==> src/rtl/lfsr_pkg.sv <==
// Shared types and constants for the LFSR engine: FSM state encoding and step-form selectors.
package lfsr_pkg;

    typedef enum logic [1:0] {
        IDLE = 2'd0,
        RUN  = 2'd1,
        DONE = 2'd2
    } lfsr_state_e;

    localparam logic MODE_FIB = 1'b0;
    localparam logic MODE_GAL = 1'b1;

endpackage

==> src/rtl/lfsr_step.sv <==
// Single combinational LFSR step in Fibonacci or Galois form; kept standalone so it can be
// chained for multi-step unrolling.
module lfsr_step
    import lfsr_pkg::*;
#(
    parameter int unsigned         WIDTH = 32,
    parameter logic [WIDTH-1:0]    TAPS  = 32'h8020_0003
) (
    input  logic [WIDTH-1:0] state_i,
    input  logic             mode_i,
    output logic [WIDTH-1:0] next_state_o
);

    logic             fib_fb;
    logic [WIDTH-1:0] fib_next;
    logic [WIDTH-1:0] gal_next;

    always_comb begin
        fib_fb   = ^(state_i & TAPS);
        fib_next = {state_i[WIDTH-2:0], fib_fb};
        gal_next = (state_i >> 1) ^ (state_i[0] ? TAPS : '0);
    end

    always_comb begin
        next_state_o = fib_next;
        if (mode_i == MODE_GAL) begin
            next_state_o = gal_next;
        end
    end

endmodule

==> src/rtl/lfsr_engine.sv <==
// Width-generic LFSR sequence engine: seed load, N-step run under start/busy/done handshake,
// sticky lockup flag on zero-seed loads.
module lfsr_engine
    import lfsr_pkg::*;
#(
    parameter int unsigned         WIDTH      = 32,
    parameter logic [WIDTH-1:0]    TAPS       = 32'h8020_0003,
    parameter int unsigned         CNT_W      = 16,
    parameter logic [WIDTH-1:0]    RESET_SEED = WIDTH'(1)
) (
    input  logic             clk,
    input  logic             rst,
    input  logic             seed_valid,
    input  logic [WIDTH-1:0] seed,
    input  logic             start,
    input  logic [CNT_W-1:0] count,
    input  logic             mode,
    output logic             busy,
    output logic             done,
    output logic             lockup,
    output logic [WIDTH-1:0] result
);

    lfsr_state_e      fsm_q,    fsm_d;
    logic [WIDTH-1:0] state_q,  state_d;
    logic [CNT_W-1:0] cnt_q,    cnt_d;
    logic             mode_q,   mode_d;
    logic             lockup_q, lockup_d;
    logic [WIDTH-1:0] step_next;

    lfsr_step #(
        .WIDTH (WIDTH),
        .TAPS  (TAPS)
    ) u_step (
        .state_i      (state_q),
        .mode_i       (mode_q),
        .next_state_o (step_next)
    );

    always_ff @(posedge clk or posedge rst) begin
        if (rst) begin
            fsm_q    <= IDLE;
            state_q  <= RESET_SEED;
            cnt_q    <= '0;
            mode_q   <= MODE_FIB;
            lockup_q <= 1'b0;
        end else begin
            fsm_q    <= fsm_d;
            state_q  <= state_d;
            cnt_q    <= cnt_d;
            mode_q   <= mode_d;
            lockup_q <= lockup_d;
        end
    end

    always_comb begin
        fsm_d    = fsm_q;
        state_d  = state_q;
        cnt_d    = cnt_q;
        mode_d   = mode_q;
        lockup_d = lockup_q;

        case (fsm_q)
            IDLE: begin
                // A seed load takes priority; a coincident start is dropped.
                if (seed_valid) begin
                    if (seed == '0) begin
                        state_d  = RESET_SEED;
                        lockup_d = 1'b1;
                    end else begin
                        state_d  = seed;
                        lockup_d = 1'b0;
                    end
                end else if (start) begin
                    cnt_d  = count;
                    mode_d = mode;
                    fsm_d  = (count == '0) ? DONE : RUN;
                end
            end
            RUN: begin
                state_d = step_next;
                cnt_d   = cnt_q - CNT_W'(1);
                if (cnt_q == CNT_W'(1)) begin
                    fsm_d = DONE;
                end
            end
            DONE: begin
                fsm_d = IDLE;
            end
            default: begin
                fsm_d = IDLE;
            end
        endcase
    end

    always_comb begin
        busy   = (fsm_q == RUN);
        done   = (fsm_q == DONE);
        lockup = lockup_q;
        result = state_q;
    end

endmodule

==> config.mk <==
export PLATFORM = sky130hd
export DESIGN_NAME = lfsr_engine
export DESIGN_NICKNAME = d
export VERILOG_FILES = /design/src/rtl/lfsr_pkg.sv /design/src/rtl/lfsr_step.sv /design/src/rtl/lfsr_engine.sv
export SDC_FILE = /design/constraint.sdc
export NUM_CORES = 1
export LEC_CHECK = 0
export BUFFER_PORTS_ARGS = -buffer_cell sky130_fd_sc_hd__buf_2
export CORE_MARGIN = 5
export CORE_UTILIZATION = 47
export DETAILED_ROUTE_END_ITERATION = 10
export PLACE_DENSITY = 0.83
export REMOVE_ABC_BUFFERS = 1
export SYNTH_ARGS = -nofsm -noshare
export SYNTH_HDL_FRONTEND = slang
export SYNTH_SLANG_ARGS = --single-unit
==> constraint.sdc <==
create_clock -name clk -period 1.73 [get_ports clk]
set_input_delay 0.0865 -clock clk [delete_from_list [all_inputs] [get_ports clk]]
set_output_delay 0.0865 -clock clk [all_outputs]
set_load 0.02 [all_outputs]
==> results.py, run 1 <==
metrics = {
    "run_status": {
        "status": "finished, violations left",
        "violations": "setup timing",
    },
    "placement": {
        "place_ws_ps": -12.41,
        "gp_congestion": 0.9276,
        "place_area_sq_um": 3826,
        "port_buffers": 87,
        "dp_hpwl_um": 6643,
    },
    "global_route": {
        "grt_first_pass_wirelength_um": 15000,
        "grt_max_degree": 53,
        "gr-total-overflow": 0,
        "track_usage_pct": 21.51,
        "grt_pass1_vias": 3042,
        "antenna_found_initial": 0,
    },
    "cts": {
        "max-clock-path-buffers": 2,
        "cts_made_buffers": 5,
        "cts.sinks": 52,
        "tritoncts": "built",
        "clk_pin_slew_worst_paths_ps": 100,
        "cts.htree.levels": 2,
        "cts-root-buf": "clkbuf_8",
        "worstSkewPairLatency_ps": 310,
    },
    "detailed_routing": {
        "route.detailed.drc": 0,
        "vias_per_cell": 5.650,
        "initialDrtViolationCount": 190,
        "vias": 3102,
        "wl_um": 8801,
        "first_pass_iters": 4,
        "detail-route-antenna-nets": 0,
        "wl_per_cell_um": 16.03,
    },
    "floorplanning": {
        "die_w_um": 91.73,
        "dieArea_sq_um": 8413,
        "boundaryPins": 88,
        "dieHeight_um": 91.73,
        "rows": 29,
        "start_util_pct": 48.88,
        "coreArea_sq_um": 6422,
    },
    "logic_synthesis": {
        "synthArstFlopShare_pct": 100.0,
        "avgSynthCellArea_sq_um": 8.672,
        "ys.flop_type": "dfrtp_1",
        "ys_types": 52,
        "synth_top_family_by_area": "simple AND/OR/NAND/NOR gates",
        "synth_top_area_share_pct": 40.65,
        "yosys_warnings": 0,
        "yosys-top-cells-area": "dfrtp_1 41%, mux2i_1 11%, a21oi_1 5.6%",
        "synth.area.mux_share_pct": 10.84,
        "ys_seq_area_share_pct": 41.49,
        "synth_edf_count": 0,
        "synth_compound_area_share_pct": 20.17,
        "yosys.area_share.simple_pct": 22.04,
        "synth_top_area_cell": "dfrtp_1",
        "syn_area_sq_um": 3139,
        "synth_xor_area_share_pct": 0.8370,
        "syn_inst": 362,
        "synth-adder-area-share_pct": 0.7971,
        "ys_ff_latch": 52,
    },
    "worst_setup_path": {
        "cpLargestDelayFamily": "simple AND/OR/NAND/NOR gates",
        "slowest_delay_ps": 580,
        "crit_path_start": "cnt_q[6]$_DFFE_PP0P_",
        "critPathLaunchType": "flop",
        "cp_common_cell": "a311oi_1",
        "worstSetupPathType": "reg2reg",
        "crit_chain": "or4_4, nor4_4, a311oi_1, a311oi_1",
        "required_ps": 1940,
        "cp_slowest_cell": "or4_4",
        "worstReg2RegStart": "cnt_q[6]$_DFFE_PP0P_",
        "path_buf_inv": 0,
        "endpoint_kind": "flop",
        "critPathArrivalTime_ps": 1960,
        "path_max_fanout": 3,
    },
    "final_layout": {
        "fill_cells": 579,
        "n_antenna_cell": 0,
        "multi_input_area_sq_um": 1755,
        "final_nets": 526,
        "ff_latch_area_sq_um": 1304,
        "final_core_util_pct": 62.48,
        "syn2layout_area_growth_pct": 27.82,
        "drive_gt1_share_pct": 31.57,
        "fin_area_sq_um": 4013,
    },
    "power": {
        "leakage_nw": 1.756,
        "cellPowerDensity_nw_per_um2": 1334,
        "total_power_w": 0.005353,
        "vdd.ir_drop.worst_mv": 1.005,
    },
    "timing": {
        "finClkSkew_ps": 11.32,
        "fmax_mhz": 571.4,
        "setup_viol": 3,
        "hold_viol_final": 0,
        "grt_setup_unrepaired": "yes",
        "slew_headroom_pct": 68.86,
        "fin_ws_ps": -20.23,
        "maxSlewViolCount": 0,
        "finalWorstPathRequiredPeriod_ps": 1750,
        "finalSetupTns_ps": -21.06,
        "worst_pin_slew_ps": 455.3,
        "period_share_pct": 101.2,
    },
    "worst_hold_path": {
        "worstHoldPathType": "in2reg",
        "hold_start": "count[14]",
    },
    "flow_run": {
        "cap_viol_max_count": 0,
    },
}
-- placed cells by master, fill, tap and decap left out, drive strengths merged, types with 7 or more instances in the layout --
cell,count
nor2,42
a21oi,35
nor4,15
o21ai,35
mux2i,34
a211oi,7
nand2,44
buf,122
inv,9
dfrtp,51
-- path summary, 6_finish.rpt --
kind	end	cells after the start	slack, ps
worst max-delay path	cnt_q[15]$_DFFE_PP0P_	4	-20
worst min-delay path	cnt_q[14]$_DFFE_PP0P_	2	3
worst max register to register	cnt_q[15]$_DFFE_PP0P_	4	-20
worst min register to register	cnt_q[15]$_DFFE_PP0P_	1	520
max in group asynchronous	result[0]$_DFFE_PP1P_	4	1070
min in group asynchronous	result[24]$_DFFE_PP0P_	4	370
-- sequential cells by signal, indices dropped and copies added (netlist names) --
name	cells
cnt_q	16
fsm_q	2
lockup	1
mode_q	1
result	32
-- final cells by class --
cell class / count / share of cell area [%]
clock buffers: 6 / 2.058
repair buffers: 124 / 18.21
well taps: 77 / 2.401
multi-input cells: 280 / 43.75
inverters: 8 / 0.7484
clock inverters: 2 / 0.3430
flip-flops and latches: 52 / 32.49
-- worst reg2reg max path: stages, from the launching register on --
cell and delay [ps]:
dfrtp_1 390, or4_4 580, nor4_4 340, a311oi_1 140
a311oi_1 210
-- per-layer routing --
layer  vias up  GRT usage [%]  wire length, um
li1       1533              -                -
met1      1453          29.16             3926
met2       108          35.42             4167
met3         8          4.910              622
met4         0          4.455               85
met5         -              0                0
-- report_power, final --
group / internal (W) / switching, W
logic: 0.000987 / 0.00136
registers: 0.00170 / 0.000555
clock network: 0.000328 / 0.000422
-- what timing repair did --
| item | 4_1_cts | 5_1_grt |
|---|---|---|
| endpoints found under the setup margin | 1 | 10 |
| hold endpoints to repair | 52 | 0 |
| gates resized for setup | 0 | 7 |
| pin swaps | 1 | 4 |
| cloned | 0 | 0 |
| hold buffers | 2 | 0 |
| buffers inserted | 1 | 5 |
-- Yosys cell counts (4+ instances only) --
| cell type | count |
|---|---|
| clkbuf_1 | 15 |
| a211oi_1 | 6 |
| nor3_1 | 6 |
| mux2i_1 | 34 |
| dfrtp_1 | 51 |
| nand2_1 | 44 |
| o21ai_0 | 34 |
| nor2_1 | 42 |
| a21oi_1 | 35 |
| nor4_1 | 12 |
| inv_1 | 8 |
| nand3_1 | 4 |
| o21a_1 | 4 |
| buf_2 | 6 |
-- metrics by stage --
step                      hold slack (ps)  cells
final                               3.253    549
after global routing                12.91    549
after CTS                           1.197    544
after detailed placement            159.1    533
after global placement              161.0    533
after floorplan                     191.9    340
-- cell families after synthesis --
kind of cell,after synthesis
compound gates,104
xor+xnor,3
fa+ha+maj,2
buf+inv,30
flops,52
mux,34
simple gates,137
(Power assumes the default switching activity.)
==> run 2, diff against run 1 <==
Settings changed: SETUP_SLACK_MARGIN set to 0.4, SLEW_MARGIN set to 40.
==> run 2 against run 1 <==
  * Worst setup slack worse by 130 ps
  * Register-to-register slack worse by 130 ps
  * First-iteration DRC count is 140% higher
  * Maximum frequency shrank 7.1%
  * Die area did not move
  * Clock power increased by 5.2%
  * Non-clock buffer count rose by 54
  * Combinational power is 62% higher
  * Critical endpoint is now fsm_q[0]$_DFFE_PP0P_
  * Sequential share of layout area is 9.1 points lower
  * Clock skew down 4.2 ps
  * Critical path type unchanged
  * The flow finishes with violations (hold timing, setup timing)
  * Critical path depth is the same
  * Highest routed layer unchanged
  * Sequential power is 8% higher
==> results.py, run 2 (synthesized netlist as in run 1, its figures left out) <==
metrics = {
    "placement": {
        "gp_congestion": 0.9276,
        "port_buffers": 87,
        "dp_hpwl_um": 6643,
        "dp_cells": 533,
        "place_ws_ps": -12.41,
    },
    "detailed_routing": {
        "route.detailed.drc": 0,
        "detail-route-antenna-nets": 0,
        "initialDrtViolationCount": 457,
        "vias": 4123,
        "wl_um": 15510,
        "first_pass_iters": 5,
        "wl_per_cell_um": 25.73,
        "vias_per_cell": 6.837,
    },
    "worst_hold_path": {
        "worstHoldPathType": "in2reg",
    },
    "final_layout": {
        "final_cell_mix": "86 x buf_2, 47 x dfrtp_1, 40 x buf_6, 34 x mux2i_1, 29 x buf_4",
        "multi_input_area_sq_um": 2466,
        "final_core_util_pct": 87.03,
        "drive_gt1_share_pct": 64.26,
        "final_cells": 603,
        "final_nets": 580,
        "final_common_cell": "buf_2",
        "largest_reg_flops": 32,
        "ff_latch_area_sq_um": 1308,
        "n_antenna_cell": 0,
        "syn2layout_area_growth_pct": 78.04,
        "fill_cells": 259,
    },
    "cts": {
        "cts_made_buffers": 5,
        "worstSkewPairLatency_ps": 320,
        "cts.sinks": 52,
        "cts.htree.levels": 2,
        "max-clock-path-buffers": 2,
        "cts-root-buf": "clkbuf_8",
        "clk_pin_slew_worst_paths_ps": 100,
        "tritoncts": "built",
    },
    "timing": {
        "period_share_pct": 108.9,
        "worst_pin_slew_ps": 475.1,
        "hold-worst-slack_ps": -5.754,
        "finalSetupTns_ps": -502.5,
        "grt_setup_unrepaired": "yes",
        "fmax_mhz": 530.8,
        "finClkSkew_ps": 7.074,
        "hold_viol_final": 1,
        "maxSlewViolCount": 0,
        "fin_ws_ps": -153.9,
        "finalWorstPathRequiredPeriod_ps": 1884,
        "setup_viol": 5,
        "slew_headroom_pct": 68.04,
    },
    "floorplanning": {
        "dieHeight_um": 91.73,
        "start_util_pct": 48.88,
        "coreArea_sq_um": 6422,
        "boundaryPins": 88,
        "dieArea_sq_um": 8413,
        "rows": 29,
        "die_w_um": 91.73,
    },
    "global_route": {
        "grt_pass1_vias": 3549,
        "track_usage_pct": 25.70,
        "antenna_found_initial": 0,
        "gr-total-overflow": 0,
        "grt_max_degree": 53,
        "grt_first_pass_wirelength_um": 17620,
    },
    "run_status": {
        "violations": "hold timing, setup timing",
        "status": "finished, violations left",
    },
    "power": {
        "cellPowerDensity_nw_per_um2": 1257,
        "total_power_w": 0.007025,
        "vdd.ir_drop.worst_mv": 1.188,
        "leakage_nw": 2.378,
    },
    "worst_setup_path": {
        "critPathArrivalTime_ps": 2060,
        "path_max_fanout": 3,
        "worstSetupPathType": "reg2reg",
        "critPathLaunchType": "flop",
        "endpoint_kind": "flop",
        "required_ps": 1910,
    },
    "flow_run": {
        "cap_viol_max_count": 0,
    },
}
-- run 2: cell types whose count changed in the layout (fill, tap and decap cells not counted), sizes merged --
cell         delta
buf            +47
dlygate4sd3     -1
clkinvlp        +1
clkbuf          +8
inv             -1
-- run 2: stage by stage --
| stage | hold WS, ps | cell area [sq um] |
|---|---|---|
| 2_1_floorplan | 191.9 | 3049 |
| 4_1_cts | 0.8782 | 4577 |
| 3_3_place_gp | 161.0 | 3826 |
| 5_1_grt | 12.91 | 5589 |
| 6_report | -5.754 | 5589 |
| 3_5_place_dp | 159.1 | 3826 |
-- run 2: worst max-delay path, stage by stage (launching register included) --
cell,delay (ps)
dfrtp_1,400
or4_4,590
nor4_4,360
and3b_1,270
o22ai_1,130
-- run 2: repair_timing --
action                                 CTS  global route
hold buffers                             1             0
buffers inserted                        30            13
cloned                                   5            13
setup endpoints to repair               52            54
pin swaps                               32            71
gates resized for setup                 95           203
endpoints found under the hold margin   51             0
-- run 2: layout make-up --
| type | instances | share of cell area [%] |
|---|---|---|
| clock buffers | 6 | 1.478 |
| clock inverters | 2 | 0.2463 |
| inverters | 8 | 0.6940 |
| multi-input cells | 280 | 44.12 |
| flip-flops and latches | 52 | 23.39 |
| well taps | 77 | 1.724 |
| repair buffers | 178 | 28.34 |
-- run 2: worst paths after layout --
check                                       from               endpoint  cells after the start  slack (ps)
min reg2reg                cnt_q[15]$_DFFE_PP0P_  cnt_q[15]$_DFFE_PP0P_                      1         540
max in group asynchronous                    rst  result[0]$_DFFE_PP1P_                      4        1070
max reg2reg                 cnt_q[6]$_DFFE_PP0P_   fsm_q[0]$_DFFE_PP0P_                      4        -150
min in group asynchronous                    rst   cnt_q[9]$_DFFE_PP0P_                      4         360
max                         cnt_q[6]$_DFFE_PP0P_   fsm_q[0]$_DFFE_PP0P_                      4        -150
min                                    count[14]  cnt_q[14]$_DFFE_PP0P_                      2          -6
-- run 2: metal layers --
metal | global-route usage (%) | share of wire, %
met1 | 32.07 | 34
met2 | 44.31 | 49
met3 | 5.483 | 11
met4 | 8.540 | 6.8
met5 | 0 | 0
-- run 2: report_power, final --
part / leakage, nW / switching (W) / internal, W
clock: 0.0516 / 0.000461 / 0.000329
combinational: 1.73 / 0.00217 / 0.00164
sequential: 0.598 / 0.000721 / 0.00170
